===== config.mk =====
export PLATFORM = sky130hd
export DESIGN_NAME = regfile_dumper_flat
export DESIGN_NICKNAME = d
export VERILOG_FILES = /design/src/rtl/regdump_pkg.sv /design/src/rtl/regfile_dumper_if.sv /design/src/rtl/regdump_serializer.sv /design/src/rtl/regfile_dumper.sv /design/src/flat_wrapper.sv
export SDC_FILE = /design/constraint.sdc
export NUM_CORES = 1
export LEC_CHECK = 0
export ABC_AREA = 1
export CELL_PAD_IN_SITES_DETAIL_PLACEMENT = 2
export CELL_PAD_IN_SITES_GLOBAL_PLACEMENT = 2
export CORE_AREA = 5 5 99 101
export DETAILED_ROUTE_END_ITERATION = 6
export DIE_AREA = 0 0 104 106
export PLACE_DENSITY = 0.9
export SLEW_MARGIN = 10
export SYNTH_ARGS = -nofsm -noshare
export SYNTH_HDL_FRONTEND = slang
export SYNTH_HIERARCHICAL = 1
export SYNTH_SLANG_ARGS = --single-unit

===== constraint.sdc =====
create_clock -name Clk -period 2 [get_ports Clk]
set_clock_uncertainty 0.05 [all_clocks]
set_input_delay 0.6 -clock Clk [delete_from_list [all_inputs] [get_ports Clk]]
set_output_delay 0.6 -clock Clk [all_outputs]
set_load 0.01 [all_outputs]

===== src/rtl/regdump_pkg.sv =====
// regdump_pkg: shared types and constants for the register-file dumper.
// Holds the FSM state encoding, checksum width and byte-count helpers.
package regdump_pkg;

    localparam int unsigned DEF_DATA_WIDTH = 32;
    localparam int unsigned BYTES_PER_WORD = DEF_DATA_WIDTH / 8;
    localparam int unsigned CSUM_WIDTH     = 8;

    typedef enum logic [2:0] {
        ST_IDLE  = 3'd0,
        ST_FETCH = 3'd1,
        ST_SEND  = 3'd2,
        ST_DONE  = 3'd3,
        ST_CSUM  = 3'd4
    } state_t;

    // Bytes carried by one register word of the given width
    function automatic int unsigned bytes_per_word(input int unsigned dw);
        return dw / 8;
    endfunction

    // Counter width able to index n items (never zero)
    function automatic int unsigned cnt_width(input int unsigned n);
        return (n > 1) ? $clog2(n) : 1;
    endfunction

endpackage


===== src/rtl/regfile_dumper_if.sv =====
// regfile_dumper_if: groups the register-file read port, the byte stream
// and the start/busy/done status of the dumper.
//   slave  : dumper side  (in: Start, ReadData, Ready; out: ReadRegister,
//            DataOut, Valid, Busy, Done)
//   master : environment side (directions mirrored)
interface regfile_dumper_if #(
    parameter int unsigned ADDR_WIDTH = 5,
    parameter int unsigned DATA_WIDTH = 32
) ();
    logic                  Start;
    logic [ADDR_WIDTH-1:0] ReadRegister;
    logic [DATA_WIDTH-1:0] ReadData;
    logic [7:0]            DataOut;
    logic                  Valid;
    logic                  Ready;
    logic                  Busy;
    logic                  Done;

    modport slave (
        input  Start, ReadData, Ready,
        output ReadRegister, DataOut, Valid, Busy, Done
    );

    modport master (
        output Start, ReadData, Ready,
        input  ReadRegister, DataOut, Valid, Busy, Done
    );
endinterface


===== src/rtl/regdump_serializer.sv =====
// regdump_serializer: latches one register word and streams it out LSB byte
// first over a valid/ready handshake; can also present a single stand-alone
// byte (used for the trailing checksum).
// Ports:
//   i_clk, i_rst      clock, async active-high reset
//   i_load_word       latch i_word, restart at byte 0, raise valid
//   i_load_byte       present i_byte as a single last byte, raise valid
//   i_ready           downstream ready
//   o_data, o_valid   stream byte and its valid
//   o_fire_c          handshake this cycle (combinational)
//   o_last_c          current byte is the last of the word (combinational)
module regdump_serializer
    import regdump_pkg::*;
#(
    parameter int unsigned DATA_WIDTH = 32
) (
    input  logic                  i_clk,
    input  logic                  i_rst,
    input  logic                  i_load_word,
    input  logic [DATA_WIDTH-1:0] i_word,
    input  logic                  i_load_byte,
    input  logic [7:0]            i_byte,
    input  logic                  i_ready,
    output logic [7:0]            o_data,
    output logic                  o_valid,
    output logic                  o_fire_c,
    output logic                  o_last_c
);
    localparam int unsigned BPW   = bytes_per_word(DATA_WIDTH);
    localparam int unsigned CNT_W = cnt_width(BPW);
    localparam logic [CNT_W-1:0] LAST_CNT = CNT_W'(BPW - 1);

    logic [DATA_WIDTH-1:0] r_shift;
    logic [CNT_W-1:0]      r_cnt;
    logic                  r_valid;

    assign o_fire_c = r_valid & i_ready;
    assign o_last_c = (r_cnt == LAST_CNT);

    // Word latch / shift register; the low byte is always the byte on offer
    always_ff @(posedge i_clk or posedge i_rst) begin
        if (i_rst) begin
            r_shift <= '0;
            r_cnt   <= '0;
            r_valid <= 1'b0;
        end else if (i_load_word) begin
            r_shift <= i_word;
            r_cnt   <= '0;
            r_valid <= 1'b1;
        end else if (i_load_byte) begin
            // Stand-alone byte is marked last so one handshake retires it
            r_shift <= DATA_WIDTH'(i_byte);
            r_cnt   <= LAST_CNT;
            r_valid <= 1'b1;
        end else if (o_fire_c) begin
            r_shift <= r_shift >> 8;
            if (o_last_c) begin
                r_valid <= 1'b0;
            end else begin
                r_cnt <= r_cnt + CNT_W'(1);
            end
        end
    end

    assign o_data  = r_shift[7:0];
    assign o_valid = r_valid;

endmodule


===== src/rtl/regfile_dumper.sv =====
// regfile_dumper: on Start, walks register addresses 0..NUM_REGS-1 through
// the register-file read port and streams each word LSB byte first.
// Optional macro REGDUMP_CHECKSUM_EN appends one XOR checksum byte.
// Ports:
//   Clk, Reset   clock, async active-high reset
//   bus (slave)  Start/Busy/Done status, ReadRegister/ReadData read port,
//                DataOut/Valid/Ready byte stream
module regfile_dumper
    import regdump_pkg::*;
#(
    parameter int unsigned NUM_REGS   = 32,
    parameter int unsigned ADDR_WIDTH = 5,
    parameter int unsigned DATA_WIDTH = 32
) (
    input  logic             Clk,
    input  logic             Reset,
    regfile_dumper_if.slave  bus
);
    localparam logic [ADDR_WIDTH-1:0] LAST_IDX = ADDR_WIDTH'(NUM_REGS - 1);

    state_t                r_state;
    state_t                w_next;
    logic [ADDR_WIDTH-1:0] r_idx;
    logic                  r_busy;
    logic                  r_done;

    logic                  w_load_word;
    logic                  w_load_byte;
    logic                  w_idx_clr;
    logic                  w_idx_inc;
    logic                  w_fire;
    logic                  w_last;
    logic                  w_valid;
    logic [7:0]            w_data;
    logic [7:0]            w_csum_byte;

    regdump_serializer #(
        .DATA_WIDTH (DATA_WIDTH)
    ) u_ser (
        .i_clk       (Clk),
        .i_rst       (Reset),
        .i_load_word (w_load_word),
        .i_word      (bus.ReadData),
        .i_load_byte (w_load_byte),
        .i_byte      (w_csum_byte),
        .i_ready     (bus.Ready),
        .o_data      (w_data),
        .o_valid     (w_valid),
        .o_fire_c    (w_fire),
        .o_last_c    (w_last)
    );

    // Next-state and control decode
    always_comb begin
        w_next      = r_state;
        w_load_word = 1'b0;
        w_load_byte = 1'b0;
        w_idx_clr   = 1'b0;
        w_idx_inc   = 1'b0;
        case (r_state)
            ST_IDLE: begin
                if (bus.Start) begin
                    w_next    = ST_FETCH;
                    w_idx_clr = 1'b1;
                end
            end
            ST_FETCH: begin
                w_load_word = 1'b1;
                w_next      = ST_SEND;
            end
            ST_SEND: begin
                if (w_fire && w_last) begin
                    if (r_idx < LAST_IDX) begin
                        w_idx_inc = 1'b1;
                        w_next    = ST_FETCH;
                    end else begin
`ifdef REGDUMP_CHECKSUM_EN
                        w_load_byte = 1'b1;
                        w_next      = ST_CSUM;
`else
                        w_next      = ST_DONE;
`endif
                    end
                end
            end
            ST_CSUM: begin
                if (w_fire) begin
                    w_next = ST_DONE;
                end
            end
            ST_DONE: begin
                w_next = ST_IDLE;
            end
            default: begin
                w_next = ST_IDLE;
            end
        endcase
    end

    // State, index and status registers; Busy/Done follow the next state
    always_ff @(posedge Clk or posedge Reset) begin
        if (Reset) begin
            r_state <= ST_IDLE;
            r_idx   <= '0;
            r_busy  <= 1'b0;
            r_done  <= 1'b0;
        end else begin
            r_state <= w_next;
            r_busy  <= (w_next != ST_IDLE);
            r_done  <= (w_next == ST_DONE);
            if (w_idx_clr) begin
                r_idx <= '0;
            end else if (w_idx_inc) begin
                r_idx <= r_idx + ADDR_WIDTH'(1);
            end
        end
    end

`ifdef REGDUMP_CHECKSUM_EN
    logic [CSUM_WIDTH-1:0] r_csum;
    logic [CSUM_WIDTH-1:0] w_csum_next;

    // Includes the byte being accepted so the last data byte is counted
    assign w_csum_next = r_csum ^ w_data;

    // Running XOR over accepted data bytes only
    always_ff @(posedge Clk or posedge Reset) begin
        if (Reset) begin
            r_csum <= '0;
        end else if (w_idx_clr) begin
            r_csum <= '0;
        end else if ((r_state == ST_SEND) && w_fire) begin
            r_csum <= w_csum_next;
        end
    end

    assign w_csum_byte = w_csum_next;
`else
    assign w_csum_byte = '0;
`endif

    assign bus.ReadRegister = r_idx;
    assign bus.DataOut      = w_data;
    assign bus.Valid        = w_valid;
    assign bus.Busy         = r_busy;
    assign bus.Done         = r_done;

endmodule

===== src/flat_wrapper.sv =====
// flat-port wrapper written by rule: the top's interface ports become plain ports
module regfile_dumper_flat import regdump_pkg::*;
#(
    parameter int unsigned NUM_REGS   = 32,
    parameter int unsigned ADDR_WIDTH = 5,
    parameter int unsigned DATA_WIDTH = 32
)
  (Clk, Reset, bus_Start, bus_ReadData, bus_Ready, bus_ReadRegister, bus_DataOut, bus_Valid, bus_Busy, bus_Done);
  regfile_dumper_if #(.ADDR_WIDTH(ADDR_WIDTH), .DATA_WIDTH(DATA_WIDTH)) bus_i ();
  input  logic Clk;
  input  logic Reset;
  input wire logic [$bits(bus_i.Start)-1:0] bus_Start;
  input wire logic [$bits(bus_i.ReadData)-1:0] bus_ReadData;
  input wire logic [$bits(bus_i.Ready)-1:0] bus_Ready;
  output wire logic [$bits(bus_i.ReadRegister)-1:0] bus_ReadRegister;
  output wire logic [$bits(bus_i.DataOut)-1:0] bus_DataOut;
  output wire logic [$bits(bus_i.Valid)-1:0] bus_Valid;
  output wire logic [$bits(bus_i.Busy)-1:0] bus_Busy;
  output wire logic [$bits(bus_i.Done)-1:0] bus_Done;
  assign bus_i.Start = bus_Start;
  assign bus_i.ReadData = bus_ReadData;
  assign bus_i.Ready = bus_Ready;
  assign bus_ReadRegister = bus_i.ReadRegister;
  assign bus_DataOut = bus_i.DataOut;
  assign bus_Valid = bus_i.Valid;
  assign bus_Busy = bus_i.Busy;
  assign bus_Done = bus_i.Done;
  regfile_dumper #(.NUM_REGS(NUM_REGS), .ADDR_WIDTH(ADDR_WIDTH), .DATA_WIDTH(DATA_WIDTH)) u_core (.Clk(Clk), .Reset(Reset), .bus(bus_i));
endmodule

==> metrics <==
core area=~9000 um^2; slowest stage cell, crit path=clkdlybuf4s50_1; first-pass GRT wire length=12400 um; CP delay by family, top=buffers and inverters; Pleak=roughly 1.6 nW; Hold Crit Depth=2; crit path cell chain=clkdlybuf4s50_1; all-layer global routing usage=13.5%; TritonCTS clock tree=built; Critical R2R Launch=u_core/r_state[2]$_DFF_PP0_; Sink Count=45; DP HPWL=5250 um; fmax=0.513 GHz; Vias/cell=4.44; Inserted Clock Buffers=5; Synth-to-Final Area Change=28.6%; Clock Path Buffers=2; Post-synth EDFFs=0; post-CTS sizing=3; main flop type after synthesis=dfrtp_1; io pins=52; Vias=about 2200; cells after synthesis=between 300 and 400; routed len/inst=14.2 um; post-synthesis register bit count=between 40 and 50; vias in the first global route=about 2500; initial DRC count=a little over 40; gpl congestion=~0.76; share of post-route cells with drive strength above 1=a little over 10%; final worst-path setup slack=about 0.052 ns; CTS H-tree lvls=2; DIE WIDTH=roughly 100 um; status=completed; final net count=around 420; Crit Path Max Fanout=6; Worst Hold Class=reg -> reg; DRC=0; setup slack, reg-to-reg=around 0.15 ns; final setup violation count=0; critical path class=reg -> out; Post-DRT Antenna Nets=0; row cnt=35; VDD IR-drop max=between 0.3 and 0.4 mV; FF-to-FF End=u_core/u_ser/r_shift[6]$_DFFE_PP0P_; pre-CTS setup slack=-0.0896 ns; Mapped Area=between 2000 and 2500 um^2; die area=about 11000 um^2; CTS clk-pin slew, worst paths=0.08 ns; ant diodes=0; Hold Buf Count CTS=0; post-synth cell types=24; minimum clock period after layout=1.95 ns; max incr delay on CP=roughly 0.56 ns; MaxCap Viol Count=0; Fin. Hold Viols=0; largest net degree at the start of global routing=36; CP Data Arrival Time=1.30 ns; antenna violations before repair=0; IO buf count=slightly above 50; Worst-Skew Late Latency=0.30 ns; setup repair after global routing missed its margin=no; Hold EP=u_core/u_ser/r_shift[24]$_DFFE_PP0P_; reg2reg path depth=7; element type at the critical path end=primary output; fin. max-slew vios=0; CTS root buf=clkbuf_8; Post-synth ARST share=100%; final cell area excluding filler cells=3110 um^2; pwr dens=roughly 1100 nW/um^2; Worst Path Buf+Inv=1; crit share post-route=slightly below 100%; Synth warnings=6; Die Y=around 110 um; Worst Min Path Start=u_core/u_ser/r_shift[24]$_DFFE_PP0P_; Setup Fix Bufs, Post-CTS=0; Pre-Repair DR Iteration Count=4; Initial Util=27.1%; critical path startpoint category=register; syn_area_per_cell=between 7 and 8 um^2; total gr overflow=0; post-synthesis sequential area ratio=between 40% and 50%; worst endpoint required time=1.35 ns; Area after DPL=roughly 3000 um^2; routed wire length=about 7000 um; Fill cells=about 1100
[where the power goes]
| group | total, mW | internal, mW | switching [mW] |
|---|---|---|---|
| Sequential | 1.43 | 1.23 | 0.202 |
| Clock | 0.570 | 0.247 | 0.324 |
| Combinational | 1.44 | 0.602 | 0.839 |
| Total | 3.44 | 2.08 | 1.37 |
[registers in the layout (all words and copies together), names as in the netlist]
| name | count |
|---|---|
| u_core/bus.Done | 1 |
| u_core/r_state | 3 |
| u_core/u_ser/r_cnt | 2 |
| u_core/bus.ReadRegister | 5 |
| u_core/u_ser/o_valid | 1 |
| u_core/u_ser/r_shift | 32 |
| u_core/bus.Busy | 1 |
[cell usage after synthesis, types with 3 or more instances]
library cell	n	share of area, %
nand3_1	28	5.8
buf_6	5	2.3
nor2_1	9	1.4
nand2_1	179	28
buf_2	4	0.83
or2_2	6	1.6
inv_1	11	1.7
buf_4	11	3.4
inv_2	5	0.78
dfrtp_1	45	47
nand4_1	3	0.78
[cells in the final DEF (no fill, tap or decap), types with 2 or more instances in the layout]
cell	netlist	routed
nand4_1	3	3
nand3_2	2	2
clkinvlp_4	0	2
nand3_1	28	28
clkdlybuf4s50_1	0	51
or2_0	2	2
dfrtp_2	0	4
conb_1	1	10
or2_2	6	6
nand3b_1	2	2
buf_4	11	7
inv_1	11	11
a21oi_1	2	2
clkbuf_8	0	5
ha_1	2	2
inv_2	5	5
nor2_2	2	2
nand2_4	2	2
dfrtp_1	45	41
nand2_1	179	179
nor2_1	9	9
[area by class of cell]
class	instances	area [um^2]	share of cell area, %
clock inverters	2	15.0	0.483
repair buffers	59	583	18.7
flip-flops and latches	45	1130	36.3
inverters	17	68.8	2.21
multi-input cells	253	1100	35.4
clock buffers	6	72.6	2.33
well taps	111	139	4.46
[cells by family (layout without fill, tap and decap cells)]
group | count (synthesis) | count (layout) | synth area share, %
other | 1 | 10 | 0.155
buffers and inverters | 37 | 84 | 9.31
and+or+nand+nor | 236 | 236 | 41.5
AOI/OAI and AO/OA | 4 | 4 | 1.09
adders and majority gates | 2 | 2 | 1.03
xor gates and xnor gates | 1 | 1 | 0.362
DFF | 45 | 45 | 46.5
[layer usage]
layer	GRT usage, %	part of all wire, %
met4	3.98	1.5
met3	2.85	3.3
met5	0	0
met2	24.7	53
met1	15.8	43
[worst max-delay path by stage]
stage                                      startpoint                                     end  slack (ns)  depth (start not counted)
2_1_floorplan             u_core/r_state[1]$_DFF_PP0_     u_core/u_ser/r_shift[0]$_DFFE_PP0P_        0.54                          9
3_3_place_gp                                bus_Ready  u_core/bus.ReadRegister[3]$_DFFE_PP0P_        0.06                          8
3_5_place_dp                                bus_Ready  u_core/bus.ReadRegister[3]$_DFFE_PP0P_       -0.09                          8
4_1_cts        u_core/bus.ReadRegister[4]$_DFFE_PP0P_                     bus_ReadRegister[4]        0.02                          1
5_1_grt        u_core/bus.ReadRegister[0]$_DFFE_PP0P_                     bus_ReadRegister[0]       0.002                          1
6_report       u_core/bus.ReadRegister[0]$_DFFE_PP0P_                     bus_ReadRegister[0]        0.05                          1
[per-stage QoR]
step / TNS, ns / instances / total power [mW] / hold WS, ns / utilization, %
6_report: 0 / 493 / 3.44 / 0.432 / 34.8
5_1_grt: 0 / 493 / 3.75 / 0.460 / 34.8
4_1_cts: 0 / 493 / 3.51 / 0.437 / 34.8
3_5_place_dp: -0.268 / 485 / 2.89 / 0.414 / 33.8
3_3_place_gp: 0 / 485 / 2.78 / 0.406 / 33.8
2_1_floorplan: 0 / 335 / 2.43 / 0.390 / -
No activity file was read; power rests on OpenSTA's default activity.
